File: src/rtl/dma_mc_controller.sv
// dma_mc_controller: multi-channel DMA controller that arbitrates device requests and moves words between memory and the granted device.
// Ports:
//   clk_i, reset_i                      clock, asynchronous active-high reset
//   ch_rqst_i/ch_rd_wr_i/ch_prio_i      per-channel request, direction (1 = memory->device), priority
//   ch_start_addr_i/ch_num_words_i      packed per-channel start address and word count
//   dev_in_i/dev_strb_i/dev_out_o       device data in, device strobe, shared device data out
//   dma_strb_o/ch_ack_o/ch_end_o/ch_err_o  per-channel data strobe, grant, completion and error pulses
//   dma_in_i/dma_ready_i/dma_resp_i     memory read data, access complete, bus error
//   dma_addr_o/dma_out_o/dma_en_o/dma_we_o/dma_priority_o  memory request side
// Build option: define DMA_ROUND_ROBIN_EN for round-robin arbitration; otherwise the lowest index wins.
module dma_mc_controller #(
    parameter int NUM_CH   = 4,
    parameter int ADD_LEN  = 16,
    parameter int DATA_LEN = 16,
    parameter int CNT_LEN  = 8,
    parameter int ADDR_INC = 1
) (
    input  logic                         clk_i,
    input  logic                         reset_i,
    input  logic [NUM_CH-1:0]            ch_rqst_i,
    input  logic [NUM_CH-1:0]            ch_rd_wr_i,
    input  logic [NUM_CH-1:0]            ch_prio_i,
    input  logic [NUM_CH*ADD_LEN-1:0]    ch_start_addr_i,
    input  logic [NUM_CH*CNT_LEN-1:0]    ch_num_words_i,
    input  logic [NUM_CH*DATA_LEN-1:0]   dev_in_i,
    input  logic [NUM_CH-1:0]            dev_strb_i,
    output logic [DATA_LEN-1:0]          dev_out_o,
    output logic [NUM_CH-1:0]            dma_strb_o,
    output logic [NUM_CH-1:0]            ch_ack_o,
    output logic [NUM_CH-1:0]            ch_end_o,
    output logic [NUM_CH-1:0]            ch_err_o,
    input  logic [DATA_LEN-1:0]          dma_in_i,
    input  logic                         dma_ready_i,
    input  logic                         dma_resp_i,
    output logic [ADD_LEN-1:0]           dma_addr_o,
    output logic [DATA_LEN-1:0]          dma_out_o,
    output logic                         dma_en_o,
    output logic [1:0]                   dma_we_o,
    output logic                         dma_priority_o
);
    localparam int GW = NUM_CH > 1 ? $clog2(NUM_CH) : 1;

    typedef enum logic [2:0] {IDLE, GRANT, MEM_RD, DEV_TX, DEV_RX, MEM_WR, DONE, ERR} state_t;

    state_t              state_q, state_d;
    logic [GW-1:0]       g_q, g_d, pick, start;
    logic                dir_q, dir_d;
    logic [ADD_LEN-1:0]  cur_q, cur_d, cur_inc;
    logic [CNT_LEN-1:0]  cnt_q, cnt_d, done_q, done_d, done_inc;
    logic [DATA_LEN-1:0] hold_q, hold_d;
    logic [NUM_CH-1:0]   g_oh;
    logic                strb_g, last;

`ifdef DMA_ROUND_ROBIN_EN
    logic [GW-1:0] ptr_q, ptr_d;
    assign start = ptr_q;
`else
    assign start = '0;
`endif

    assign g_oh     = NUM_CH'(1) << g_q;
    assign strb_g   = dev_strb_i[g_q];
    assign cur_inc  = cur_q + ADD_LEN'(ADDR_INC);
    assign done_inc = done_q + CNT_LEN'(1);
    assign last     = done_inc == cnt_q;

    // Scan from the start channel with wrap; the loop runs downward so the
    // closest requester to the start position is the one left in pick.
    always_comb begin
        int idx;
        idx  = 0;
        pick = '0;
        for (int k = NUM_CH - 1; k >= 0; k--) begin
            idx = (int'(start) + k) % NUM_CH;
            if (ch_rqst_i[idx[GW-1:0]]) pick = idx[GW-1:0];
        end
    end

    always_comb begin
        state_d = state_q;
        g_d     = g_q;
        dir_d   = dir_q;
        cur_d   = cur_q;
        cnt_d   = cnt_q;
        done_d  = done_q;
        hold_d  = hold_q;
`ifdef DMA_ROUND_ROBIN_EN
        ptr_d   = ptr_q;
`endif
        case (state_q)
            IDLE: if (|ch_rqst_i) begin
                g_d     = pick;
                dir_d   = ch_rd_wr_i[pick];
                state_d = GRANT;
            end
            GRANT: begin
                cur_d   = ch_start_addr_i[int'(g_q)*ADD_LEN +: ADD_LEN];
                cnt_d   = ch_num_words_i[int'(g_q)*CNT_LEN +: CNT_LEN];
                done_d  = '0;
`ifdef DMA_ROUND_ROBIN_EN
                ptr_d   = (g_q == GW'(NUM_CH - 1)) ? '0 : g_q + GW'(1);
`endif
                state_d = (ch_num_words_i[int'(g_q)*CNT_LEN +: CNT_LEN] == '0) ? DONE :
                          dir_q ? MEM_RD : DEV_RX;
            end
            MEM_RD: if (dma_ready_i) begin
                hold_d  = dma_resp_i ? hold_q : dma_in_i;
                state_d = dma_resp_i ? ERR : DEV_TX;
            end
            DEV_TX: if (strb_g) begin
                cur_d   = cur_inc;
                done_d  = done_inc;
                state_d = last ? DONE : MEM_RD;
            end
            DEV_RX: if (strb_g) begin
                hold_d  = dev_in_i[int'(g_q)*DATA_LEN +: DATA_LEN];
                state_d = MEM_WR;
            end
            MEM_WR: if (dma_ready_i) begin
                cur_d   = dma_resp_i ? cur_q : cur_inc;
                done_d  = dma_resp_i ? done_q : done_inc;
                state_d = dma_resp_i ? ERR : last ? DONE : DEV_RX;
            end
            default: state_d = IDLE;
        endcase
    end

    always_ff @(posedge clk_i or posedge reset_i) begin
        if (reset_i) begin
            state_q <= IDLE;
            g_q     <= '0;
            dir_q   <= 1'b0;
            cur_q   <= '0;
            cnt_q   <= '0;
            done_q  <= '0;
            hold_q  <= '0;
`ifdef DMA_ROUND_ROBIN_EN
            ptr_q   <= '0;
`endif
        end else begin
            state_q <= state_d;
            g_q     <= g_d;
            dir_q   <= dir_d;
            cur_q   <= cur_d;
            cnt_q   <= cnt_d;
            done_q  <= done_d;
            hold_q  <= hold_d;
`ifdef DMA_ROUND_ROBIN_EN
            ptr_q   <= ptr_d;
`endif
        end
    end

    // Outputs decode the registered state; only the device-to-memory strobe
    // follows dev_strb combinationally so the device sees same-cycle acceptance.
    assign dma_en_o       = state_q == MEM_RD || state_q == MEM_WR;
    assign dma_we_o       = {2{state_q == MEM_WR}};
    assign dma_addr_o     = dma_en_o ? cur_q : '0;
    assign dma_out_o      = state_q == MEM_WR ? hold_q : '0;
    assign dev_out_o      = state_q == DEV_TX ? hold_q : '0;
    assign dma_priority_o = dma_en_o & ch_prio_i[g_q];
    assign ch_ack_o       = state_q == GRANT ? g_oh : '0;
    assign ch_end_o       = (state_q == DONE || state_q == ERR) ? g_oh : '0;
    assign ch_err_o       = state_q == ERR ? g_oh : '0;
    assign dma_strb_o     = (state_q == DEV_TX || (state_q == DEV_RX && strb_g)) ? g_oh : '0;
endmodule

File: config.mk
export PLATFORM = sky130hd
export DESIGN_NAME = dma_mc_controller
export DESIGN_NICKNAME = d
export VERILOG_FILES = /design/src/rtl/dma_mc_controller.sv
export SDC_FILE = /design/constraint.sdc
export NUM_CORES = 1
export LEC_CHECK = 0
export ABC_AREA = 1
export ABC_CLOCK_PERIOD_IN_PS = 1750
export BUFFER_PORTS_ARGS = -buffer_cell sky130_fd_sc_hd__buf_2
export CORE_MARGIN = 2
export CORE_UTILIZATION = 41
export CTS_CLUSTER_SIZE = 20
export DETAILED_ROUTE_END_ITERATION = 10
export GPL_ROUTABILITY_DRIVEN = 0
export GPL_TIMING_DRIVEN = 0
export PLACE_DENSITY = 0.79
export SLEW_MARGIN = 10
export SYNTH_ARGS = -nofsm -noshare
export SYNTH_HDL_FRONTEND = slang
export SYNTH_SLANG_ARGS = --single-unit
File: constraint.sdc
create_clock -name clk_i -period 1.75 [get_ports clk_i]
set_input_delay 0.0875 -clock clk_i [delete_from_list [all_inputs] [get_ports clk_i]]
set_output_delay 0.0875 -clock clk_i [all_outputs]
set_load 0.005 [all_outputs]
After elaboration in Yosys (flattened, before gate mapping)
Index checks and enable logic that the tools add are counted.
{"block": "totals", "ff_bits": 54, "out_inout_bits": 68, "wordCells": 85, "input_bits": 196}
{"block": "op_classes", "eq_ne": 15, "reduce_logical": 13, "mux": 41, "bitwise": 1, "n_shift": 4, "order_cmp": 2, "addsub": 2}
{"op": "16-bit two-way mux", "n": 9}
{"op": "64-bit by 7-bit indexed part select with 16-bit output", "n": 2}
{"op": "16-bit one-hot mux with 3 select lines", "n": 1}
{"op": "16-bit one-hot mux with 2 select lines", "n": 1}
{"op": "32-bit by 6-bit indexed part select with 8-bit output", "n": 1}
{"op": "3-bit two-way mux", "n": 9}
{"op": "8-bit two-way mux", "n": 3}
{"op": "8-bit one-hot mux with 3 select lines", "n": 1}
{"op": "3-bit one-hot mux with 6 select lines", "n": 1}
{"op": "16-bit by 1-bit adder with 16-bit output (second input constant)", "n": 1}
{"op": "4-bit two-way mux", "n": 4}
{"op": "2-bit inequality test (second input constant)", "n": 7}
{"op": "3-bit == test (second input constant)", "n": 4}
{"op": "2-bit two-way mux", "n": 6}
{"op": "8-bit by 1-bit adder with 8-bit output (second input constant)", "n": 1}
{"op": "8-bit == test", "n": 1}
{"op": "8-bit zero test", "n": 1}
{"op": "4-bit AND reduction", "n": 2}
{"op": "1-bit binary-select mux with 2-bit select", "n": 3}
{"op": "3-bit by 2-bit == test with 1-bit output (second input constant)", "n": 2}
{"op": "2-bit by 3-bit < comparator with 1-bit output (second input constant)", "n": 2}
{"op": "5-bit AND reduction", "n": 1}
{"op": "4-bit OR reduction", "n": 1}
{"op": "1-bit by 2-bit << shifter with 4-bit output (first input constant)", "n": 1}
{"op": "9 further kinds", "n": 13}

Logic depth before layout (Yosys ltp)
Gate-level depths: netlist of run 1.
{"block": "logic_depth", "depth_word": 6, "mapped_depth": 14, "depth_no_buf": 13}

Worst setup path before layout of run 1
OpenSTA, ideal clock, no wires.
{"block": "synth_timing", "path_kind": "register -> register", "startpoint": "register done_q[0]", "endpoint": "register state_q[2]", "path_stages_with_launch": 12, "setup_slack_ns": 0.128, "path_buffers": 0, "synth_period_minus_slack_ns": 1.622, "setup_time_ns": 0.071, "t_required_ns": 1.679, "arrival_ns": 1.551, "cell_sequence": "dfrtp_1 > ha_1 > or2_2 > nand2_1 > nor2_1 > nor2_1 > nand3_1 > nor2_1 > nand2_1 > nor2_1 > nor2_1 > nor2_1"}
{"block": "synth_via", "elab_chain_len": 5}
{"element": "start: declaration", "line_no": "49", "text": "logic [CNT_LEN-1:0] cnt_q, cnt_d, done_q, done_d, done_inc;"}
{"element": "start signal: assignment", "line_no": "146", "text": "done_q <= done_d;"}
{"element": "8-bit by 1-bit adder with 8-bit output", "line_no": "64", "text": "assign done_inc = done_q + CNT_LEN'(1);"}
{"element": "8-bit == test", "line_no": "65", "text": "assign last = done_inc == cnt_q;"}
{"element": "3-bit two-way mux", "line_no": "113", "text": "state_d = last ? DONE : MEM_RD;"}
{"element": "3-bit two-way mux", "line_no": "110", "text": "DEV_TX: if (strb_g) begin"}
{"element": "3-bit one-hot mux with 6 select lines", "line_no": "90", "text": "case (state_q)"}
{"element": "end signal: assignment", "line_no": "141", "text": "state_q <= state_d;"}
{"element": "end: declaration", "line_no": "45", "text": "state_t state_q, state_d;"}
Every way passes these cells. The select of a mux whose other input is x is not followed.
A chain may end at the register's enable or synchronous reset.

Worst setup path after layout of run 1
{"block": "layout_timing", "startpoint": "register g_q[1]", "endpoint": "register state_q[1]"}
{"block": "layout_via", "elab_chain_len": 4, "word_cells_on_any_way": 9, "cone_classes": "2 x eq/ne; 1 x shift; 4 x mux; 2 x reduce/logical"}
{"element": "start: declaration", "line_no": "46", "text": "logic [GW-1:0] g_q, g_d, pick, start;"}
{"element": "start signal: assignment", "line_no": "142", "text": "g_q <= g_d;"}
{"element": "32-bit by 6-bit indexed part select with 8-bit output or 1-bit binary-select mux with 2-bit select (tied branches)", "line_no": "103, 62"}
{"element": "8-bit zero test or 1-bit two-way mux (tied branches)", "line_no": "103, 62"}
{"element": "3-bit two-way mux or 2-bit inequality test (tied branches)"}
{"element": "3-bit one-hot mux with 6 select lines or 5-bit AND reduction (tied branches)"}
Parallel ways exist; a longest one is shown, timed or not. The select of a mux whose other input is x is not followed.

==> flow_metrics.env, run 1 <==
export IMPL_outcome="finished, violations left"
export IMPL_violations="setup timing"
export IMPL_fmax_ghz=0.530
export IMPL_worstHoldPathType="in2reg"
export IMPL_ys_seq_area_share_pct=29.5
export IMPL_syn_cell_area_mm2=0.00457
export IMPL_critPathMostFrequentCell="nand2_1"
export IMPL_cts_tree="built"
export IMPL_syn_mean_instance_area_um2=6.22
export IMPL_irDropWorstVdd_mv=0.965
export IMPL_worst_slack_ns=-0.138
export IMPL_worstRegToRegCells=15
export IMPL_r2r_end="state_q[1]"
export IMPL_h_tree_depth=2
export IMPL_cp_required_ns=1.96
export IMPL_clk_insertion_delay_late_ns=0.31
export IMPL_post_drt_wl_per_cell_um=16.1
export IMPL_grt_pass1_vias=5592
export IMPL_grt_usage_pct=29.3
export IMPL_grt_ovfl_total=0
export IMPL_root_buffer="clkbuf_8"
export IMPL_rsz0062_at_grt="true"
export IMPL_grt_pass1_wl_um=26900
export IMPL_drt_initial_drc_count=452
export IMPL_place_area_mm2=0.00609
export IMPL_drive_gt1_share_pct=41.2
export IMPL_finClkSkew_ns=0.00866
export IMPL_worst_path_buf_inv=3
export IMPL_numCtsBuffers=5
export IMPL_critical_path_class="reg2reg"
export IMPL_cp_end_kind="flip-flop"
export IMPL_fp_row_count=38
export IMPL_worst_hold_path_endpoint="hold_q[1]"
export IMPL_clkSinkCount=54
export IMPL_routed_wl_um=19100
export IMPL_avgViaCountPerCell=5.19
export IMPL_relSlewSlack_pct=53.0
export IMPL_drc=0
export IMPL_pin_count=264
export IMPL_maxCapViolCount=0
export IMPL_crit_family="simple AND/OR/NAND/NOR gates"
export IMPL_antenna_found_initial=1
export IMPL_worstPathMaxFanout=6
export IMPL_hold_ws_ns=0.0654
export IMPL_clockBufferDepth=2
export IMPL_regToRegStartpoint="g_q[1]"
export IMPL_drtAntennaViolNets=0
export IMPL_hold_depth=3
export IMPL_core_mm2=0.0108
export IMPL_dpl_hpwl_um=13600
export IMPL_crit_path_cell_trace="buf_6 > nor2_4 > buf_6 > buf_6 > nand2_2 > nand2_2 > nor2_2 > nand2_1 > nor2_1 > nand2_1 > nand2_1 > a21oi_1 > nand2_1 > nand2_1 > nand2_1"
export IMPL_synthCells=735
export IMPL_post_route_period_util_pct=108
export IMPL_final_area_mm2=0.00718
export IMPL_grt_max_degree=36
export IMPL_fin_nets=1246
export IMPL_synth_nets=933
export IMPL_drtPass1Iterations=7
export IMPL_clk_pin_slew_worst_paths_ns=0.09
export IMPL_io_buffers=263
export IMPL_hold_viol=0
export IMPL_final_max_slew_violation_count=0
export IMPL_die_area_mm2=0.0120
export IMPL_synth_seq_cells=54
export IMPL_initial_utilization_pct=42.2
export IMPL_die_h_um=110
export IMPL_slowest_stage="dfrtp_2"
export IMPL_finalSetupViolations=49
export IMPL_layout_common_cells="264 x buf_2, 223 x nand2_1, 90 x nor2_1, 56 x inv_1, 50 x dfrtp_1"
export IMPL_fp_dieW_um=110
export IMPL_critPathMaxStageDelay_ns=0.44
export IMPL_areaGrowthSynthToFinish_pct=56.9
export IMPL_synthDistinctLibCells=43
export IMPL_hp_start="dma_in_i[1]"
export IMPL_r2r_setup_slack_ns=-0.14
export IMPL_power_per_cell_area_mw_per_mm2=1590
export IMPL_min_period_ns=1.89
export IMPL_p_leak_uw=0.00376
export IMPL_final_common_cell="buf_2"
export IMPL_tightest_slew_ns=0.698
export IMPL_vias=6173
export IMPL_ys_warn_count=0
export IMPL_worstSetupStartpointType="flip-flop"
export IMPL_cp_arrival_ns=2.09
==> synth_stat cells (all sizes together) <==
library cell | n | area share, %
a221oi | 2 | 0.38
mux2i | 16 | 3.5
a21boi | 1 | 0.16
o22ai | 5 | 0.68
a22oi | 15 | 2.6
nand4 | 23 | 3.3
o31ai | 1 | 0.16
o21ai | 57 | 6.3
a41oi | 6 | 1.1
nand3b | 3 | 0.49
dfrtp | 54 | 30
nor4 | 2 | 0.27
buf | 25 | 3.2
nor3 | 7 | 0.88
o21a | 1 | 0.16
o21bai | 1 | 0.16
or2 | 3 | 0.41
nand2 | 237 | 20
nand3 | 46 | 5.3
inv | 71 | 5.8
clkbuf | 13 | 1.1
o211ai | 1 | 0.16
nor2 | 111 | 9.7
xor2 | 9 | 1.7
and2 | 1 | 0.14
a31oi | 2 | 0.27
ha | 2 | 0.55
a21oi | 19 | 2.1
o2bb2ai | 1 | 0.19
==> layer usage <==
| metal | share of wire, % | vias to the layer above | track usage (%) |
|---|---|---|---|
| met5 | 0 | - | 0 |
| met1 | 38 | 2773 | 34.4 |
| li1 | - | 3025 | - |
| met4 | 2.4 | 0 | 10.7 |
| met3 | 9.0 | 36 | 5.28 |
| met2 | 51 | 339 | 53.1 |
==> area by class of cell <==
cell class | instances | area, µm²
Inverter | 71 | 294
Clock buffer | 7 | 86.3
Timing Repair Buffer | 309 | 1790
Fill cell | 961 | 3660
Antenna cell | 1 | 2.50
Multi-Input combinational cell | 572 | 3080
Buffer | 35 | 384
Sequential cell | 54 | 1360
Tap cell | 140 | 175
Clock inverter | 1 | 5.00
==> cell families after synthesis <==
family,synth area share (%)
and+or+nand+nor,40.1
AOI/OAI and AO/OA,14.5
buffers and inverters,10.1
DFF,29.5
muxes,3.50
xor gates and xnor gates,1.72
adders and majority gates,0.547
==> worst reg2reg max path: stages, from the launching register on <==
cell	delay, ns
dfrtp_2	0.44
buf_6	0.14
nor2_4	0.17
buf_6	0.14
buf_6	0.11
nand2_2	0.05
nand2_2	0.06
nor2_2	0.04
nand2_1	0.09
nor2_1	0.05
nand2_1	0.11
nand2_1	0.07
a21oi_1	0.12
nand2_1	0.09
nand2_1	0.07
nand2_1	0.05
==> how the worst max path moves through the flow <==
| stage | startpoint | to | cells after the start |
|---|---|---|---|
| 5_1_grt | done_q[1] | state_q[2] | 13 |
| 3_5_place_dp | g_q[0] | ch_err_o[2] | 6 |
| 2_1_floorplan | done_q[0] | state_q[2] | 11 |
| 4_1_cts | g_q[1] | state_q[1] | 15 |
| 3_3_place_gp | reset_i | cur_q[9] | 2 |
| 6_report | g_q[1] | state_q[1] | 15 |
==> through the flow <==
step	setup TNS (ns)	setup slack, ns	total power (µW)	instances	utilization, %
after floorplan	0	0.128	6210	735	-
after global placement	-37.01	-0.415	8180	1138	56.0
after detailed placement	-16.97	-0.371	8280	1139	56.1
after CTS	-0.0764	-0.0403	10200	1174	62.0
after global routing	-8.08	-0.230	12300	1190	66.2
final	-1.89	-0.138	11400	1190	66.2
==> flip-flops by register name, indices dropped and copies added, names as in the netlist <==
name,cells
cnt_q,8
cur_q,16
dir_q,1
done_q,8
g_q,2
hold_q,16
state_q,3
==> repair_timing <==
action                     4_1_cts  5_1_grt
setup endpoints to repair       84       83
buffers inserted                27       14
pin swaps                       18       27
resized for setup               97       85
cloned                           1        3
hold endpoints to repair        19        0
hold buffers                     1        0
==> report_power, final <==
part	total [µW]	internal (µW)	switching (µW)
Sequential	2220	1800	425
Combinational	8480	3630	4850
Clock	732	321	411
Total	11400	5750	5680
Power figures use the tool's default switching activity.
==> run 2, diff against run 1 <==
==> constraint.sdc (replaced) <==
create_clock -name clk_i -period 1.75 [get_ports clk_i]
set_input_delay 0.35 -clock clk_i [delete_from_list [all_inputs] [get_ports clk_i]]
set_output_delay 0.35 -clock clk_i [all_outputs]
set_load 0.005 [all_outputs]
==> run 2 against run 1 <==
The flow finishes with violations (hold timing, setup timing). Setup slack got worse by 0.23 ns. Total power rose by 25%. Sequential share of layout area fell by 2.2 points. Largest cell class unchanged.
==> flow_metrics.env, run 2 (same netlist as run 1, synthesis figures left out) <==
export IMPL_outcome="finished, violations left"
export IMPL_violations="hold timing, setup timing"
export IMPL_core_mm2=0.0108
export IMPL_numCtsBuffers=5
export IMPL_cp_required_ns=2.00
export IMPL_finalSetupViolations=108
export IMPL_rsz0062_at_grt="true"
export IMPL_root_buffer="clkbuf_8"
export IMPL_hold_viol=7
export IMPL_avgViaCountPerCell=5.54
export IMPL_cts_tree="built"
export IMPL_drt_initial_drc_count=664
export IMPL_drtPass1Iterations=6
export IMPL_final_instance_count_excl_fill=1226
export IMPL_worstRegToRegCells=14
export IMPL_clk_pin_slew_worst_paths_ns=0.11
export IMPL_power_per_cell_area_mw_per_mm2=1750
export IMPL_fin_nets=1281
export IMPL_grt_max_degree=38
export IMPL_grt_ovfl_total=0
export IMPL_clk_insertion_delay_late_ns=0.33
export IMPL_worstPathMaxFanout=4
export IMPL_cp_arrival_ns=2.37
export IMPL_p_leak_uw=0.00409
export IMPL_cp_end_kind="flip-flop"
export IMPL_grt_pass1_vias=5907
export IMPL_reg_top3="cur_q (16), hold_q (16)"
export IMPL_critical_path_class="reg2reg"
export IMPL_worstHoldPathType="in2async"
export IMPL_io_buffers=263
export IMPL_finClkSkew_ns=0.0149
export IMPL_antenna_found_initial=2
export IMPL_tightest_slew_ns=0.651
export IMPL_h_tree_depth=2
export IMPL_irDropWorstVdd_mv=1.09
export IMPL_power_uw=14200
export IMPL_fp_row_count=38
export IMPL_drtAntennaViolNets=0
export IMPL_worstSetupStartpointType="flip-flop"
export IMPL_final_common_cell="buf_2"
export IMPL_areaGrowthSynthToFinish_pct=77.9
export IMPL_fmax_ghz=0.472
export IMPL_dpl_worst_slack_ns=-0.593
export IMPL_grt_pass1_wl_um=28800
export IMPL_relSlewSlack_pct=56.6
export IMPL_dpl_hpwl_um=13500
export IMPL_maxCapViolCount=0
export IMPL_final_area_mm2=0.00814
export IMPL_vias=6786
export IMPL_clockBufferDepth=2
export IMPL_place_inst=1139
export IMPL_routed_wl_um=22900
export IMPL_clkSinkCount=54
export IMPL_post_route_period_util_pct=121
export IMPL_die_area_mm2=0.0120
export IMPL_final_max_slew_violation_count=0
export IMPL_fp_dieW_um=110
export IMPL_post_drt_wl_per_cell_um=18.7
export IMPL_min_period_ns=2.12
export IMPL_drc=0
export IMPL_layout_common_cells="260 x buf_2, 201 x nand2_1, 58 x nor2_1, 54 x inv_1, 50 x dfrtp_1"
export IMPL_grt_usage_pct=31.2
export IMPL_die_h_um=110
export IMPL_place_area_mm2=0.00609
export IMPL_pin_count=264
export IMPL_drive_gt1_share_pct=50.9
export IMPL_hold_ws_ns=-0.00404
export IMPL_r2r_setup_slack_ns=-0.37
export IMPL_worst_slack_ns=-0.368
export IMPL_initial_utilization_pct=42.2
[run 2: changes by cell type in the layout (fill, tap and decap cells not counted), moves of 8 or more]
cell     delta
buf_6      +24
buf_8       +8
nand2_1    -22
nand2_4    +12
nor2_1     -32
nor2_2     +17
nor2_4     +15
o21ai_0    -19
o21ai_2    +26
[run 2: stage by stage]
stage | setup TNS [ns] | util, %
finish | -25.49 | 75.1
global route | -29.11 | 75.1
CTS | -10.17 | 66.0
detailed placement | -25.76 | 56.2
global placement | -63.80 | 56.0
floorplan | 0 | -
[run 2: what timing repair did]
action | in CTS | in global routing
gates cloned | 6 | 4
resized for setup | 154 | 232
pin swaps | 21 | 29
hold buffers | 0 | 0
endpoints found under the setup margin | 102 | 113
buffers inserted | 47 | 26
[run 2: critical path, stage by stage (launching register included)]
cell and delay (ns):
dfrtp_2 0.44, buf_6 0.15, inv_4 0.05, nor2_4 0.19
nand2_2 0.15, nand3_4 0.13, buf_6 0.11, buf_6 0.11
o21ai_4 0.08, buf_4 0.17, nor2_4 0.11, nand3_2 0.10
nand2_1 0.07, inv_1 0.05, nor2_1 0.12
[run 2: worst paths after layout]
| check | start | to |
|---|---|---|
| max in group asynchronous | reset_i | cur_q[2] |
| setup / recovery | g_q[1] | state_q[2] |
| hold / removal | reset_i | cnt_q[7] |
| setup reg to reg | g_q[1] | state_q[2] |
| min in group clk_i | dma_in_i[13] | hold_q[13] |
| hold reg to reg | hold_q[14] | hold_q[14] |
[run 2: layout make-up]
| type | instances | area (µm²) |
|---|---|---|
| multi-input combinational | 572 | 3510 |
| fill | 779 | 2700 |
| timing repair buffer | 345 | 2240 |
| sequential | 54 | 1360 |
| buffer | 34 | 429 |
| inverter | 71 | 312 |
| tap | 140 | 175 |
| clock buffer | 6 | 72.6 |
| clock inverter | 2 | 37.5 |
| antenna | 2 | 5.00 |
[run 2: power by group]
group          total [µW]  switching (µW)  internal, µW
combinational       11000            6140          4910
clock                 900             471           429
sequential           2300             504          1800
total               14200            7120          7130
[run 2: metal layers]
metal	track usage, %	part of all wire (%)
met1	37.7	36
met2	54.7	50
met3	5.93	9.8
met4	12.2	4.8
met5	0	0
==> run 3, diff against run 2 <==
--- a/config.mk
+++ b/config.mk
@@ -6,10 +6,10 @@
 export NUM_CORES = 1
 export LEC_CHECK = 0
 export ABC_AREA = 1
-export ABC_CLOCK_PERIOD_IN_PS = 1750
+export ABC_CLOCK_PERIOD_IN_PS = 2700
 export BUFFER_PORTS_ARGS = -buffer_cell sky130_fd_sc_hd__buf_2
 export CORE_MARGIN = 2
-export CORE_UTILIZATION = 41
+export CORE_UTILIZATION = 43
 export CTS_CLUSTER_SIZE = 20
 export DETAILED_ROUTE_END_ITERATION = 10
 export GPL_ROUTABILITY_DRIVEN = 0
==> constraint.sdc (replaced) <==
create_clock -name clk_i -period 2.7 [get_ports clk_i]
set_input_delay 0.54 -clock clk_i [delete_from_list [all_inputs] [get_ports clk_i]]
set_output_delay 0.54 -clock clk_i [all_outputs]
set_load 0.005 [all_outputs]
==> run 3 against run 2 <==
Die area is 4.5% lower. The flow now finishes without violations. Non-clock buffer count is 78 lower. Clock power fell by 47%.
==> flow_metrics.env, run 3 (same netlist as run 1, synthesis figures left out) <==
export IMPL_outcome="completed"
export IMPL_worstSetupStartpointType="flip-flop"
export IMPL_cp_required_ns=2.16
export IMPL_worstPathMaxFanout=10
export IMPL_grt_pass1_wl_um=26300
export IMPL_clkPwrFrac_pct=8.0
export IMPL_place_area_mm2=0.00608
export IMPL_worst_slack_ns=0.0754
export IMPL_die_h_um=107
export IMPL_areaGrowthSynthToFinish_pct=35.5
export IMPL_hold_buffers=0
export IMPL_relSlewSlack_pct=42.4
export IMPL_routed_wl_um=17600
export IMPL_initial_utilization_pct=44.3
export IMPL_tightest_slew_ns=0.863
export IMPL_r2r_setup_slack_ns=0.40
export IMPL_p_int_uw=2760
export IMPL_root_buffer="clkbuf_8"
export IMPL_clk_pin_slew_worst_paths_ns=0.11
export IMPL_min_period_ns=2.62
export IMPL_fp_row_count=37
export IMPL_power_uw=5940
export IMPL_critical_path_class="reg2out"
export IMPL_layout_common_cells="275 x buf_2, 234 x nand2_1, 106 x nor2_1, 61 x inv_1, 54 x dfrtp_1"
export IMPL_cts_tree="built"
export IMPL_io_buffers=263
export IMPL_grt_usage_pct=29.5
export IMPL_drive_gt1_share_pct=32.3
export IMPL_dpl_hpwl_um=13700
export IMPL_final_common_cell="buf_2"
export IMPL_p_leak_uw=0.00335
export IMPL_p_sw_uw=3180
export IMPL_post_drt_wl_per_cell_um=15.4
export IMPL_clkSinkCount=54
export IMPL_clk_insertion_delay_late_ns=0.32
export IMPL_power_per_cell_area_mw_per_mm2=958
export IMPL_diodes=0
export IMPL_place_inst=1135
export IMPL_p_comb_share_pct=68.1
export IMPL_finalSetupViolations=0
export IMPL_fp_dieW_um=107
export IMPL_maxCapViolCount=0
export IMPL_core_mm2=0.0103
export IMPL_final_max_slew_violation_count=0
export IMPL_final_instance_count_excl_fill=1142
export IMPL_post_route_period_util_pct=97.2
export IMPL_die_area_mm2=0.0115
export IMPL_final_area_mm2=0.00620
export IMPL_worstRegToRegCells=7
export IMPL_drtPass1Iterations=5
export IMPL_antenna_found_initial=0
export IMPL_finalSetupTns_ns=0
export IMPL_cp_end_kind="primary output"
export IMPL_avgViaCountPerCell=5.21
export IMPL_p_seq_share_pct=23.8
export IMPL_r2r_end="cur_q[12]"
export IMPL_fmax_ghz=0.381
export IMPL_cp_arrival_ns=2.08
export IMPL_irDropWorstVdd_mv=0.536
export IMPL_drtAntennaViolNets=0
export IMPL_dpl_worst_slack_ns=0.0333
export IMPL_drc=0
export IMPL_post_cts_buffers=0
export IMPL_worstHoldPathType="in2async"
export IMPL_pin_count=264
export IMPL_grt_max_degree=29
export IMPL_hold_viol=0
export IMPL_grt_ovfl_total=0
export IMPL_rsz0062_at_grt="false"
export IMPL_h_tree_depth=2
export IMPL_grt_pass1_vias=5389
export IMPL_switching_share_pct=53.5
export IMPL_regToRegStartpoint="g_q[0]"
export IMPL_clockBufferDepth=2
export IMPL_reg_top3="cur_q (16), hold_q (16)"
export IMPL_vias=5948
export IMPL_drt_initial_drc_count=462
export IMPL_finClkSkew_ns=0.0100
export IMPL_fin_nets=1203
export IMPL_numCtsBuffers=5
## run 3: changes by cell type in the layout (fill, tap and decap cells not counted), sizes merged
| cell | change |
|---|---|
| bufinv | -1 |
| buf | -77 |
| clkbuf | -2 |
| inv | +3 |
| clkinv | -1 |
| diode | -2 |
## run 3: worst max path at each step
stage	to	cells past startpoint	start
after floorplan	dma_en_o	7	state_q[2]
after global placement	dma_addr_o[7]	7	state_q[0]
after detailed placement	dma_addr_o[11]	7	state_q[0]
after CTS	dma_priority_o	7	g_q[1]
after global routing	dma_priority_o	6	g_q[0]
final	dma_priority_o	6	g_q[0]
## run 3: per-layer routing
metal  track usage, %  vias to the layer above  wire [µm]
li1                 -                     2932          -
met1             36.5                     2690       7390
met2             51.4                      288       8290
met3             5.11                       38       1320
met4             10.4                        0        591
met5                0                        -          0
## run 3: critical path, stage by stage, from the launching register on
cell and delay (ns):
dfrtp_1 0.46, buf_2 0.22, nor2_4 0.26, clkbuf_4 0.31
a22oi_1 0.09, a21oi_1 0.25, buf_2 0.17
## run 3: cell type report
type / count / area (µm²)
Sequential cell: 54 / 1350
Tap cell: 136 / 170
Multi-Input combinational cell: 572 / 2780
Fill cell: 1030 / 4130
Timing Repair Buffer: 264 / 1340
Buffer: 37 / 206
Clock inverter: 3 / 21.3
Clock buffer: 5 / 68.8
Inverter: 71 / 267
## run 3: power by group through the flow
stage	Clock, µW	Combinational, µW	Sequential (µW)
4_1_cts	481	3990	1410
2_1_floorplan	0	2670	1350
6_report	477	4050	1410
3_5_place_dp	0	3950	1420
3_3_place_gp	0	3910	1410
5_1_grt	514	4470	1460
## run 3: what timing repair did
| action | 4_1_cts | 5_1_grt |
|---|---|---|
| endpoints found under the setup margin | 15 | 15 |
| gates cloned | 0 | 0 |
| pin swaps | 0 | 1 |
| gates resized for setup | 7 | 6 |
## run 3: per-stage QoR
step	utilization, %	hold slack [ns]
3_5_place_dp	58.9	0.472
2_1_floorplan	-	0.453
4_1_cts	59.9	0.312
5_1_grt	60.0	0.338
6_report	60.0	0.290
3_3_place_gp	58.7	0.466
